[src/rtl/led_ctrl_pkg.sv]
// Shared types for the LED pattern sequencer: pattern modes, scan direction
// and the default LED bank width.
package led_ctrl_pkg;

  typedef enum logic [1:0] {
    MODE_UP   = 2'd0,
    MODE_DOWN = 2'd1,
    MODE_SCAN = 2'd2,
    MODE_HOLD = 2'd3
  } mode_t;

  typedef enum logic {
    DIR_LEFT,
    DIR_RIGHT
  } dir_t;

  localparam int LED_W_DEFAULT = 10;

endpackage

[src/rtl/tick_prescaler.sv]
// Divides the system clock into a registered one-cycle tick every TICK_DIV
// enabled cycles; enable=0 freezes the count and suppresses the tick.
module tick_prescaler #(
  parameter int TICK_DIV = 50_000_000
) (
  input  logic clock,
  input  logic reset,
  input  logic enable,
  output logic tick
);

  localparam int CNT_W = (TICK_DIV > 2) ? $clog2(TICK_DIV) : 1;
  localparam logic [CNT_W-1:0] LAST = CNT_W'(TICK_DIV - 1);

  logic [CNT_W-1:0] div_cnt;

  // NOTE: state registers use non-blocking assignments so every flop samples
  // pre-edge values regardless of statement order.
  always_ff @(posedge clock) begin
    if (reset) begin
      div_cnt <= '0;
      tick    <= 1'b0;
    end else if (enable) begin
      tick    <= (div_cnt == LAST);
      div_cnt <= (div_cnt == LAST) ? '0 : div_cnt + CNT_W'(1);
    end else begin
      tick    <= 1'b0;
    end
  end

endmodule

[src/rtl/led_pattern_sequencer.sv]
// LED bank sequencer: steps a pattern once per prescaler tick in one of four
// modes; mode commands are applied on a tick boundary. LED_PWM_EN adds a
// registered brightness mask driven by a free-running PWM counter.
module led_pattern_sequencer
  import led_ctrl_pkg::*;
#(
  parameter int TICK_DIV = 50_000_000,
  parameter int LED_W    = LED_W_DEFAULT
`ifdef LED_PWM_EN
  ,
  parameter int PWM_BITS = 4
`endif
) (
  input  logic             clock,
  input  logic             reset,
  input  logic             enable,
  input  logic             cmd_valid,
  output logic             cmd_ready,
  input  mode_t            cmd_mode,
  output mode_t            mode,
  output logic             tick,
  output logic [LED_W-1:0] LED
`ifdef LED_PWM_EN
  ,
  input  logic [PWM_BITS-1:0] brightness
`endif
);

  logic             transfer;
  logic             apply;
  logic             pending;
  logic             pending_next;
  mode_t            pending_mode;
  mode_t            mode_next;
  dir_t             dir;
  dir_t             dir_next;
  logic [LED_W-1:0] pattern;
  logic [LED_W-1:0] pattern_next;

  tick_prescaler #(.TICK_DIV(TICK_DIV)) u_prescaler (
    .clock  (clock),
    .reset  (reset),
    .enable (enable),
    .tick   (tick)
  );

  // A transfer can never coincide with an apply: cmd_ready implies no pending.
  always_comb begin
    // NOTE: every signal gets a default first so no path leaves it unassigned,
    // which would otherwise infer a latch.
    transfer     = cmd_valid && cmd_ready;
    apply        = tick && pending;
    pending_next = pending;
    mode_next    = mode;
    dir_next     = dir;
    pattern_next = pattern;

    if (transfer)   pending_next = 1'b1;
    else if (apply) pending_next = 1'b0;

    if (apply) begin
      mode_next = pending_mode;
      case (pending_mode)
        MODE_UP:   pattern_next = '0;
        MODE_DOWN: pattern_next = '1;
        MODE_SCAN: begin
          pattern_next = LED_W'(1);
          dir_next     = DIR_LEFT;
        end
        MODE_HOLD: pattern_next = pattern;
      endcase
    end else if (tick) begin
      case (mode)
        MODE_UP:   pattern_next = pattern + LED_W'(1);
        MODE_DOWN: pattern_next = pattern - LED_W'(1);
        MODE_SCAN: begin
          // The end bit is shown for one tick; the turn happens on the next step.
          if (dir == DIR_LEFT) begin
            if (pattern[LED_W-1]) begin
              dir_next     = DIR_RIGHT;
              pattern_next = pattern >> 1;
            end else begin
              pattern_next = pattern << 1;
            end
          end else begin
            if (pattern[0]) begin
              dir_next     = DIR_LEFT;
              pattern_next = pattern << 1;
            end else begin
              pattern_next = pattern >> 1;
            end
          end
        end
        MODE_HOLD: pattern_next = pattern;
      endcase
    end
  end

  always_ff @(posedge clock) begin
    if (reset) begin
      pattern      <= '0;
      mode         <= MODE_UP;
      dir          <= DIR_LEFT;
      pending      <= 1'b0;
      pending_mode <= MODE_UP;
      cmd_ready    <= 1'b0;
    end else begin
      pattern   <= pattern_next;
      mode      <= mode_next;
      dir       <= dir_next;
      pending   <= pending_next;
      cmd_ready <= !pending_next;
      if (transfer) pending_mode <= cmd_mode;
    end
  end

`ifdef LED_PWM_EN
  logic [PWM_BITS-1:0] pwm_cnt;

  always_ff @(posedge clock) begin
    if (reset) begin
      pwm_cnt <= '0;
      LED     <= '0;
    end else begin
      pwm_cnt <= pwm_cnt + PWM_BITS'(1);
      LED     <= pattern & {LED_W{pwm_cnt < brightness}};
    end
  end
`else
  assign LED = pattern;
`endif

endmodule

[config.mk]
export PLATFORM = sky130hd
export DESIGN_NAME = led_pattern_sequencer
export DESIGN_NICKNAME = d
export VERILOG_FILES = /design/src/rtl/led_ctrl_pkg.sv /design/src/rtl/tick_prescaler.sv /design/src/rtl/led_pattern_sequencer.sv
export SDC_FILE = /design/constraint.sdc
export NUM_CORES = 1
export LEC_CHECK = 0
export CAP_MARGIN = 10
export CORE_MARGIN = 1.5
export CORE_UTILIZATION = 58
export CTS_CLUSTER_SIZE = 12
export DETAILED_ROUTE_END_ITERATION = 12
export PLACE_DENSITY = 0.86
export SLEW_MARGIN = 20
export SYNTH_ARGS = -nofsm -noshare
export SYNTH_HDL_FRONTEND = slang
export SYNTH_SLANG_ARGS = --single-unit
[constraint.sdc]
create_clock -name clock -period 2.28 [get_ports clock]
set_input_delay 0.342 -clock clock [delete_from_list [all_inputs] [get_ports clock]]
set_output_delay 0.342 -clock clock [all_outputs]
set_load 0.01 [all_outputs]
# Word-level counts from Yosys, hierarchy flattened
# Cells that the tools add are included.
[word_totals] regBits=44 in_bits=6
[op_classes] addsub=3 eq_ne=10 muxes=17 bitwise_logic=1 reduce_logical=10
[ops] cell="$pmux W10 S3" n=2
[ops] cell="$mux W10" n=5
[ops] cell="$add A26 B1 Y26 const B" n=1
[ops] cell="$eq A26 B26 Y1 const B" n=1
[ops] cell="$mux W26" n=1
[ops] cell="$add A10 B1 Y10 const B" n=1
[ops] cell="$sub A10 B1 Y10 const B" n=1
[ops] cell="$mux W1" n=9
[ops] cell="$eq A2 B2 Y1 const B" n=4
[ops] cell="$reduce_and A3 Y1" n=2
[ops] cell="$eq A2 B1 Y1 const B" n=2
[ops] cell="$logic_not A2 Y1" n=2
[ops] cell="$ne A2 B2 Y1 const B" n=2
[ops] cell="$reduce_bool A2 Y1" n=2
[ops] cell="$logic_and A1 B1 Y1" n=2
[ops] cell="$ne A2 B1 Y1 const B" n=1
[ops] cell="$reduce_or A2 Y1" n=1
[ops] cell="$logic_not A1 Y1" n=1
[ops] cell="$not A1 Y1" n=1

# Depth between registers and ports, before layout
# Gate-level depths: netlist of run 1.
[depth] ltp_word=5 mapped_depth=11 ltp_nobuf=9

# Hierarchy
# From an unflattened synthesis of run 1, not the netlist that was laid out.
[unflattened] cells_unflattened=347 hier_area_um2=2767.7
[by_module_without_submodules] module="led_pattern_sequencer" n_inst=1 cells_per_inst=195 area_each_um2=1425.1
[by_module_without_submodules] module="tick_prescaler" n_inst=1 cells_per_inst=152 area_each_um2=1342.5

# Least setup slack after synthesis of run 1
# No wires, ideal clock.
[synth_path] kind="flip-flop to flip-flop" from="register mode[1]" to="register pattern[8] (netlist: LED[8])" setup_ps=129 t_arrival_ps=1870 slack_ps=280 stages_incl_launch_ff=11 cell_sequence="dfxtp_1 > buf_6 > nand2b_1 > buf_6 > xnor2_1 > ha_1 > nand3_1 > nor4_1 > o21ai_0 > a21oi_1 > nor3_1"
[synth_via] elab_chain_len=4
[synth_lines] item="from (decl)" line="led_pattern_sequencer.sv:20" source="output mode_t mode,"
[synth_lines] item="from (signal assigned)" line="led_pattern_sequencer.sv:109" source="mode <= mode_next;"
[synth_lines] item="$eq A2 B2 Y1 (tied with other cells)" line="led_pattern_sequencer.sv:73" source="case (mode)"
[synth_lines] item="$pmux W10 S3" line="led_pattern_sequencer.sv:73"
[synth_lines] item="$mux W10" line="led_pattern_sequencer.sv:72" source="end else if (tick) begin"
[synth_lines] item="$mux W10" line="led_pattern_sequencer.sv:61" source="if (apply) begin"
[synth_lines] item="to (signal assigned)" line="led_pattern_sequencer.sv:108" source="pattern <= pattern_next;"
[synth_lines] item="to (decl)" line="led_pattern_sequencer.sv:37" source="logic [LED_W-1:0] pattern;"
# Parallel ways exist; a longest one is shown, timed or not. The select of a mux whose other input is x is not followed.
# A chain may end at the register's enable or synchronous reset.

# Final worst setup path of run 1
[layout_path] from="register mode[1]" to="register pattern[4] (netlist: LED[4])"
# The elaborated chain is that of the path after synthesis.

==> results of run 1 <==
-- flip-flops by register name, indices dropped and copies added, names as in the netlist --
register	flops
u_prescaler.tick	1
LED	10
mode	2
u_prescaler.div_cnt	26
pending_mode	2
pending	1
cmd_ready	1
dir	1
-- cells in the mapped netlist (all sizes together) (6+ instances only) --
| master | count |
|---|---|
| a21oi | 22 |
| and3 | 6 |
| buf | 9 |
| clkbuf | 11 |
| dfxtp | 44 |
| inv | 9 |
| mux2i | 8 |
| nand2 | 36 |
| nand2b | 7 |
| nand3 | 15 |
| nor2 | 44 |
| nor3 | 17 |
| nor4 | 10 |
| o21ai | 13 |
| xnor2 | 16 |
| xor2 | 12 |
-- metal layers --
| metal | up-vias | wire length (um) |
|---|---|---|
| met3 | 16 | 215 |
| met4 | 0 | 122 |
| met2 | 65 | 2802 |
| met5 | - | 0 |
| li1 | 1172 | - |
| met1 | 1095 | 2553 |
-- cells by family (layout without fill, tap and decap cells) --
family | after synthesis | count (layout) | synth area share, %
buf+inv | 29 | 50 | 5.263
fa+ha+maj | 5 | 5 | 2.483
mux | 8 | 8 | 3.178
compound gates | 56 | 56 | 14.35
flops | 44 | 44 | 34.96
xor+xnor | 28 | 28 | 9.732
simple gates | 155 | 155 | 30.04
-- area by class of cell --
cell class	count	share of cell area, %
clock buffer	5	2.332
clock inverter	3	3.053
multi-input combinational	252	51.06
inverter	9	1.145
sequential	44	29.86
timing repair buffer	33	10.43
tap	50	2.120
-- worst paths after layout --
path | slack (ns) | from | to
setup / recovery | 0.27 | mode[1] | LED[4]
hold / removal | 0.51 | u_prescaler.div_cnt[11] | u_prescaler.div_cnt[11]
setup reg to reg | 0.27 | mode[1] | LED[4]
hold reg to reg | 0.51 | u_prescaler.div_cnt[11] | u_prescaler.div_cnt[11]
-- worst min-delay path: stages (launching register included) --
cell and delay, ns:
sky130_fd_sc_hd__dfxtp_1 0.33, sky130_fd_sc_hd__o21ai_0 0.08, sky130_fd_sc_hd__a21oi_1 0.06
-- power by group through the flow --
stage	sequential [mW]	clock, mW	combinational, mW
global placement	0.803	0	0.0543
finish	0.786	0.827	0.0559
detailed placement	0.804	0	0.0558
floorplan	0.803	0	0.0311
CTS	0.785	0.836	0.0561
global route	0.788	0.864	0.0617
==> tab_implementation.tex, run 1 <==
\begin{tabular}{lr}
\hline
Metric & Value \\
\hline
\multicolumn{2}{l}{\textbf{Clock tree}} \\
\quad Post-CTS setup buffers & 0 \\
\quad Clock transition at the registers of the reported paths & 0.09 ns \\
\quad Hold buffers post-CTS & 0 \\
\quad Cell at the root of the clock tree & sky130\_fd\_sc\_hd\_\_clkbuf\_8 \\
\quad Skew-Pair Late Insertion Delay & approximately 0.30 ns \\
\quad Number of buffers between clock root and the deepest sink & 2 \\
\quad CTS tree & yes \\
\quad Num Clock Sinks & 44 \\
\quad Post-cts repair resize count & 0 \\
\quad Count of H-tree levels built during CTS & 2 \\
\quad Clock buffers created by TritonCTS & 5 \\
\multicolumn{2}{l}{\textbf{GRT}} \\
\quad Global-route wire length before repair & 9308 um \\
\quad Initial antenna violation count & 0 \\
\quad Global-route total usage across every layer & 26.08\% \\
\quad GR met1 Demand/Resource & 30.58\% \\
\quad Largest net degree at the start of global routing & 26 \\
\quad Vias in the first global route & approximately 2,100 \\
\quad Remaining global-route overflow & 0 \\
\quad Global routing usage on met2 & 45.19\% \\
\quad Most used routing layer in global routing & met2 \\
\quad Met3 demand-to-capacity share in global routing & around 5.5\% \\
\multicolumn{2}{l}{\textbf{Critical path}} \\
\quad Nature of the critical path startpoint & flip-flop \\
\quad Worst path bufs/invs & 0 \\
\quad Required arrival time at the worst endpoint & 2.49 ns \\
\quad Critical Path Sink Type & flip-flop \\
\quad Most frequent cell on the critical path & sky130\_fd\_sc\_hd\_\_xnor2\_1 \\
\quad Worst-path fanout max & 5 \\
\quad Arrival time of the worst setup path & roughly 2.2 ns \\
\quad Category of the critical setup timing path & reg -> reg \\
\quad Slowest CP cell & sky130\_fd\_sc\_hd\_\_dfxtp\_1 \\
\quad Cell depth of the worst flop-to-flop path & 9 \\
\quad Cells along the critical path & nand2b\_1 -> xnor2\_1 -> ha\_1 -> nand3\_1 -> xnor2\_1 -> nor3\_1 -> a21oi\_1 -> o211ai\_1 -> a211oi\_1 \\
\quad Cell family with most CP delay & compound AO/OA/AOI/OAI gates \\
\quad Number of cells on the critical path & 9 \\
\quad Largest stage delay, worst path & 0.32 ns \\
\multicolumn{2}{l}{\textbf{Yosys}} \\
\quad Gate count of the mapped netlist & 325 \\
\quad Flip-flop and latch count after synthesis & 44 \\
\quad Portion of synthesized cell area occupied by the leading cell type & 34.96\% \\
\quad Cell types with the largest area share after synthesis & sky130\_fd\_sc\_hd\_\_dfxtp\_1 35\%, sky130\_fd\_sc\_hd\_\_nor2\_1 6.4\%, sky130\_fd\_sc\_hd\_\_xnor2\_1 5.6\% \\
\quad Syn Nets & 336 \\
\quad Area of the mapped netlist & 0.002520 sq mm \\
\quad Sequential share of the synthesized area & 34.96\% \\
\quad Number of synthesis warnings & 0 \\
\quad Predominant post-synthesis flop cell & sky130\_fd\_sc\_hd\_\_dfxtp\_1 \\
\quad Synth cell types & 45 \\
\quad Synth area leader & sky130\_fd\_sc\_hd\_\_dfxtp\_1 \\
\quad Number of flops mapped to enable cells by yosys & 0 \\
\quad Average instance area after synthesis & 7.754 sq um \\
\quad Share of flip-flops with an asynchronous set or reset after synthesis & 0\% \\
\multicolumn{2}{l}{\textbf{Timing}} \\
\quad Worst Max-Slew Pin Slew & 0.5231 ns \\
\quad Least setup slack across all paths after layout & 0.2738 ns \\
\quad Final count of negative-setup-slack endpoints & 0 \\
\quad Final worst path period need & 2.006 ns \\
\quad Worst-case hold slack & 0.5096 ns \\
\quad Period utilization & 87.99\% \\
\quad Final Slew Violations & 0 \\
\quad Worst Clk Skew & 0.01479 ns \\
\quad Number of hold violations in the final report & 0 \\
\quad Normalized max-slew margin & 65.08\% \\
\quad Max frequency & 0.4984 GHz \\
\quad Fin Setup TNS & 0 ns \\
\quad Setup repair after global routing missed its margin & false \\
\multicolumn{2}{l}{\textbf{Die}} \\
\quad Effective utilization at floorplan & 61.67\% \\
\quad Area of the core & 0.004086 sq mm \\
\quad IO Pins & 20 \\
\quad FP Rows & 23 \\
\quad Total die area & 0.004749 sq mm \\
\quad Vertical die dimension & 68.92 um \\
\quad Width of the die & 68.92 um \\
\multicolumn{2}{l}{\textbf{Power and ir drop}} \\
\quad Switching power & 0.3160 mW \\
\quad Clock power frac & 49.6\% \\
\quad Peak VDD IR & 0.4489 mV \\
\quad Sum of internal, switching and leakage power & 1.668 mW \\
\quad Power per cell area & 565.5 mW/mm\^{}2 \\
\quad Fraction of power spent switching nets & 18.94\% \\
\quad Total internal power & 1.352 mW \\
\quad Leak Pwr & between 0.9 and 1 nW \\
\quad Sequential Power Share & 47.1\% \\
\quad Combinational fraction of design power & 3.4\% \\
\multicolumn{2}{l}{\textbf{Layout}} \\
\quad Final instance count without filler cells & 396 \\
\quad Most common cell after layout, fill and taps aside & sky130\_fd\_sc\_hd\_\_dfxtp\_1 \\
\quad Number of filler cells placed in the layout & 311 \\
\quad Most frequent cells in the layout & 44 x sky130\_fd\_sc\_hd\_\_dfxtp\_1, 43 x sky130\_fd\_sc\_hd\_\_nor2\_1, 35 x sky130\_fd\_sc\_hd\_\_nand2\_1, 22 x sky130\_fd\_sc\_hd\_\_a21oi\_1, 19 x sky130\_fd\_sc\_hd\_\_clkdlybuf4s50\_1 \\
\quad Post-route design area & 0.002950 sq mm \\
\quad Final core utilization & 72.20\% \\
\quad Antenna diode count & 0 \\
\quad Layout Area Growth over Synthesis & 17.08\% \\
\quad Total number of nets in the final design & around 360 \\
\quad Area of the multi-input gates & $\sim$0.0015 sq mm \\
\quad Sequential Area & 880.8 sq um \\
\quad Layout cell share with drive strength beyond 1 & 9.249\% \\
\multicolumn{2}{l}{\textbf{Run status}} \\
\quad Status & complete, no violations \\
\multicolumn{2}{l}{\textbf{Placed design}} \\
\quad Number of port buffers & 19 \\
\quad Dpl ws & 0.2899 ns \\
\quad Post-detail-place hpwl & 3849 um \\
\quad Last weighted congestion value of the routability-driven placer & around 0.93 \\
\quad Placed cell areas & 0.002791 sq mm \\
\quad Cell count after placement & 388 \\
\multicolumn{2}{l}{\textbf{Routing}} \\
\quad Wire per inst & 14.38 um \\
\quad Via density per instance & $\sim$5.9 \\
\quad Number of violations reported at the end of detailed-routing iteration 0 & 259 \\
\quad Overall routed net length & 5693 um \\
\quad Vias after detailed routing & 2,348 \\
\quad Remaining routing DRC violations & 0 \\
\quad Number of detailed-route iterations in the first pass & 4 \\
\quad Final ANT Viol Nets & 0 \\
\multicolumn{2}{l}{\textbf{Run}} \\
\quad Max-cap violation count & 0 \\
\multicolumn{2}{l}{\textbf{Hold path}} \\
\quad Worst hold stages & 2 \\
\quad Hold crit path type & reg -> reg \\
\hline
\end{tabular}
Note: power is estimated with default switching activity, not from simulation.
==> run 2: changes to the inputs <==
--- a/config.mk
+++ b/config.mk
@@ -5,11 +5,13 @@
 export SDC_FILE = /design/constraint.sdc
 export NUM_CORES = 1
 export LEC_CHECK = 0
+export ABC_AREA = 0
 export CAP_MARGIN = 10
 export CORE_MARGIN = 1.5
 export CORE_UTILIZATION = 58
 export CTS_CLUSTER_SIZE = 12
 export DETAILED_ROUTE_END_ITERATION = 12
+export MAX_ROUTING_LAYER = met4
 export PLACE_DENSITY = 0.86
 export SLEW_MARGIN = 20
 export SYNTH_ARGS = -nofsm -noshare
==> tab_implementation.tex, run 2 (synthesis results as in run 1) <==
\begin{tabular}{lr}
\hline
Metric & Value \\
\hline
\multicolumn{2}{l}{\textbf{Run status}} \\
\quad Status & complete, no violations (unchanged) \\
\multicolumn{2}{l}{\textbf{Clock tree}} \\
\quad Hold buffers post-CTS & 0 (unchanged) \\
\quad Number of buffers between clock root and the deepest sink & 2 (unchanged) \\
\quad CTS tree & yes (unchanged) \\
\quad Clock transition at the registers of the reported paths & 0.09 ns (about the same) \\
\quad Post-CTS setup buffers & 0 (unchanged) \\
\quad Num Clock Sinks & 44 (unchanged) \\
\quad Clock buffers created by TritonCTS & 5 (unchanged) \\
\quad Post-cts repair resize count & 0 (unchanged) \\
\quad Cell at the root of the clock tree & sky130\_fd\_sc\_hd\_\_clkbuf\_8 (unchanged) \\
\quad Count of H-tree levels built during CTS & 2 (unchanged) \\
\quad Skew-Pair Late Insertion Delay & 0.30 ns (about the same) \\
\multicolumn{2}{l}{\textbf{Timing}} \\
\quad Worst-case hold slack & 0.5095 ns (was 0.5096 ns) \\
\quad Final worst path period need & 1.992 ns (was 2.006 ns) \\
\quad Final count of negative-setup-slack endpoints & 0 (unchanged) \\
\quad Number of hold violations in the final report & 0 (unchanged) \\
\quad Max frequency & 0.5019 GHz (was 0.4984 GHz) \\
\quad Period utilization & 87.39\% (was 87.99\%) \\
\quad Worst Clk Skew & 0.01520 ns (was 0.01479 ns) \\
\quad Worst Max-Slew Pin Slew & 0.4963 ns (was 0.5231 ns) \\
\quad Final Slew Violations & 0 (unchanged) \\
\quad Setup repair after global routing missed its margin & false (unchanged) \\
\quad Fin Setup TNS & 0 ns (unchanged) \\
\quad Normalized max-slew margin & 66.87\% (was 65.08\%) \\
\multicolumn{2}{l}{\textbf{GRT}} \\
\quad Vias in the first global route & 2,147 (was 2,144) \\
\quad Global-route wire length before repair & 9294 um (was 9308 um) \\
\quad Remaining global-route overflow & 0 (unchanged) \\
\quad Largest net degree at the start of global routing & 26 (unchanged) \\
\quad Global-route total usage across every layer & 26.81\% (was 26.08\%) \\
\quad Initial antenna violation count & 0 (unchanged) \\
\multicolumn{2}{l}{\textbf{Routing}} \\
\quad Remaining routing DRC violations & 0 (unchanged) \\
\quad Via density per instance & 5.914 (was 5.929) \\
\quad Number of detailed-route iterations in the first pass & 4 (unchanged) \\
\quad Overall routed net length & 5651 um (was 5693 um) \\
\quad Vias after detailed routing & 2,342 (was 2,348) \\
\quad Wire per inst & 14.27 um (was 14.38 um) \\
\quad Number of violations reported at the end of detailed-routing iteration 0 & 279 (was 259) \\
\quad Final ANT Viol Nets & 0 (unchanged) \\
\multicolumn{2}{l}{\textbf{Power and ir drop}} \\
\quad Sequential Power Share & 47.1\% (about the same) \\
\quad Clock power frac & 49.6\% (about the same) \\
\quad Fraction of power spent switching nets & 19.01\% (was 18.94\%) \\
\quad Total internal power & 1.352 mW (about the same) \\
\quad Combinational fraction of design power & 3.4\% (about the same) \\
\quad Peak VDD IR & 0.4488 mV (was 0.4489 mV) \\
\quad Leak Pwr & 0.9887 nW (unchanged) \\
\quad Switching power & 0.3174 mW (was 0.3160 mW) \\
\quad Sum of internal, switching and leakage power & 1.670 mW (was 1.668 mW) \\
\quad Power per cell area & 566.0 mW/mm\^{}2 (was 565.5 mW/mm\^{}2) \\
\multicolumn{2}{l}{\textbf{Layout}} \\
\quad Flip-flop count of the largest register, all copies and words added & 26 (unchanged) \\
\quad Final instance count without filler cells & 396 (unchanged) \\
\quad Layout cell share with drive strength beyond 1 & 9.249\% (unchanged) \\
\quad Antenna diode count & 0 (unchanged) \\
\quad Post-route design area & 0.002950 sq mm (unchanged) \\
\quad Most common cell after layout, fill and taps aside & sky130\_fd\_sc\_hd\_\_dfxtp\_1 (unchanged) \\
\quad Layout Area Growth over Synthesis & 17.08\% (unchanged) \\
\quad Most frequent cells in the layout & 44 x sky130\_fd\_sc\_hd\_\_dfxtp\_1, 43 x sky130\_fd\_sc\_hd\_\_nor2\_1, 35 x sky130\_fd\_sc\_hd\_\_nand2\_1, 22 x sky130\_fd\_sc\_hd\_\_a21oi\_1, 19 x sky130\_fd\_sc\_hd\_\_clkdlybuf4s50\_1 (unchanged) \\
\quad Total number of nets in the final design & 356 (unchanged) \\
\quad Biggest register & u\_prescaler.div\_cnt (unchanged) \\
\quad Number of filler cells placed in the layout & 311 (unchanged) \\
\quad Top flop regs & u\_prescaler.div\_cnt: 26 flops, LED: 10 flops (unchanged) \\
\multicolumn{2}{l}{\textbf{Critical path}} \\
\quad Required arrival time at the worst endpoint & 2.49 ns (about the same) \\
\quad Arrival time of the worst setup path & 2.21 ns (was 2.22 ns) \\
\quad Critical Path Sink Type & flip-flop (unchanged) \\
\quad Worst-path fanout max & 5 (unchanged) \\
\quad Nature of the critical path startpoint & flip-flop (unchanged) \\
\quad Category of the critical setup timing path & reg -> reg (unchanged) \\
\multicolumn{2}{l}{\textbf{Run}} \\
\quad Max-cap violation count & 0 (unchanged) \\
\multicolumn{2}{l}{\textbf{Placed design}} \\
\quad Placed cell areas & 0.002791 sq mm (unchanged) \\
\quad Number of port buffers & 19 (unchanged) \\
\quad Post-detail-place hpwl & 3849 um (unchanged) \\
\quad Last weighted congestion value of the routability-driven placer & 0.9482 (was 0.9316) \\
\quad Cell count after placement & 388 (unchanged) \\
\multicolumn{2}{l}{\textbf{Die}} \\
\quad FP Rows & 23 (unchanged) \\
\quad Effective utilization at floorplan & 61.67\% (unchanged) \\
\quad IO Pins & 20 (unchanged) \\
\quad Total die area & 0.004749 sq mm (unchanged) \\
\quad Width of the die & 68.92 um (unchanged) \\
\quad Vertical die dimension & 68.92 um (unchanged) \\
\quad Area of the core & 0.004086 sq mm (unchanged) \\
\multicolumn{2}{l}{\textbf{Hold path}} \\
\quad Hold crit path type & reg -> reg (unchanged) \\
\hline
\end{tabular}
==> run 2: cell counts in the layout (fill, tap and decap cells not counted) <==
Identical to the previous run, type by type.
==> run 2: worst paths after layout <==
| check | start | end | slack [ns] | cells past startpoint |
|---|---|---|---|---|
| setup / recovery | mode[1] | LED[4] | 0.29 | 9 |
| hold / removal | u_prescaler.div_cnt[11] | u_prescaler.div_cnt[11] | 0.51 | 2 |
| hold reg to reg | u_prescaler.div_cnt[11] | u_prescaler.div_cnt[11] | 0.51 | 2 |
| setup reg to reg | mode[1] | LED[4] | 0.29 | 9 |
==> run 2: stage by stage <==
stage | worst slack (ns) | util (%)
2_1_floorplan | 0.2803 | -
6_report | 0.2876 | 72.20
5_1_grt | 0.02370 | 72.20
3_3_place_gp | 0.3052 | 68.31
3_5_place_dp | 0.2899 | 68.31
4_1_cts | 0.2986 | 72.20
==> run 2: cell type report <==
class / count / area, sq um / area share, %
Multi-Input combinational cell: 252 / 1506 / 51.06
Clock buffer: 5 / 68.82 / 2.332
Clock inverter: 3 / 90.09 / 3.053
Tap cell: 50 / 62.56 / 2.120
Inverter: 9 / 33.78 / 1.145
Timing Repair Buffer: 33 / 307.8 / 10.43
Sequential cell: 44 / 880.8 / 29.86
==> run 2: critical path, stage by stage, from the launching register on <==
cell	delay, ns
sky130_fd_sc_hd__dfxtp_1	0.32
sky130_fd_sc_hd__nand2b_1	0.18
sky130_fd_sc_hd__xnor2_1	0.15
sky130_fd_sc_hd__ha_1	0.28
sky130_fd_sc_hd__nand3_1	0.19
sky130_fd_sc_hd__xnor2_1	0.21
sky130_fd_sc_hd__nor3_1	0.07
sky130_fd_sc_hd__a21oi_1	0.12
sky130_fd_sc_hd__o211ai_1	0.10
sky130_fd_sc_hd__a211oi_1	0.28
==> run 2: routing by layer <==
layer	wire length [um]	track usage, %	vias to the layer above
met5	0	-	-
met4	101	12.25	0
met3	259	5.519	12
met2	2771	45.19	75
met1	2519	30.58	1084
li1	-	-	1171
==> run 2: power groups by stage <==
| stage | registers, mW | logic, mW | clock network (mW) |
|---|---|---|---|
| floorplan | 0.803 | 0.0311 | 0 |
| global placement | 0.803 | 0.0543 | 0 |
| detailed placement | 0.804 | 0.0558 | 0 |
| CTS | 0.785 | 0.0561 | 0.836 |
| global route | 0.788 | 0.0617 | 0.864 |
| finish | 0.786 | 0.0560 | 0.828 |
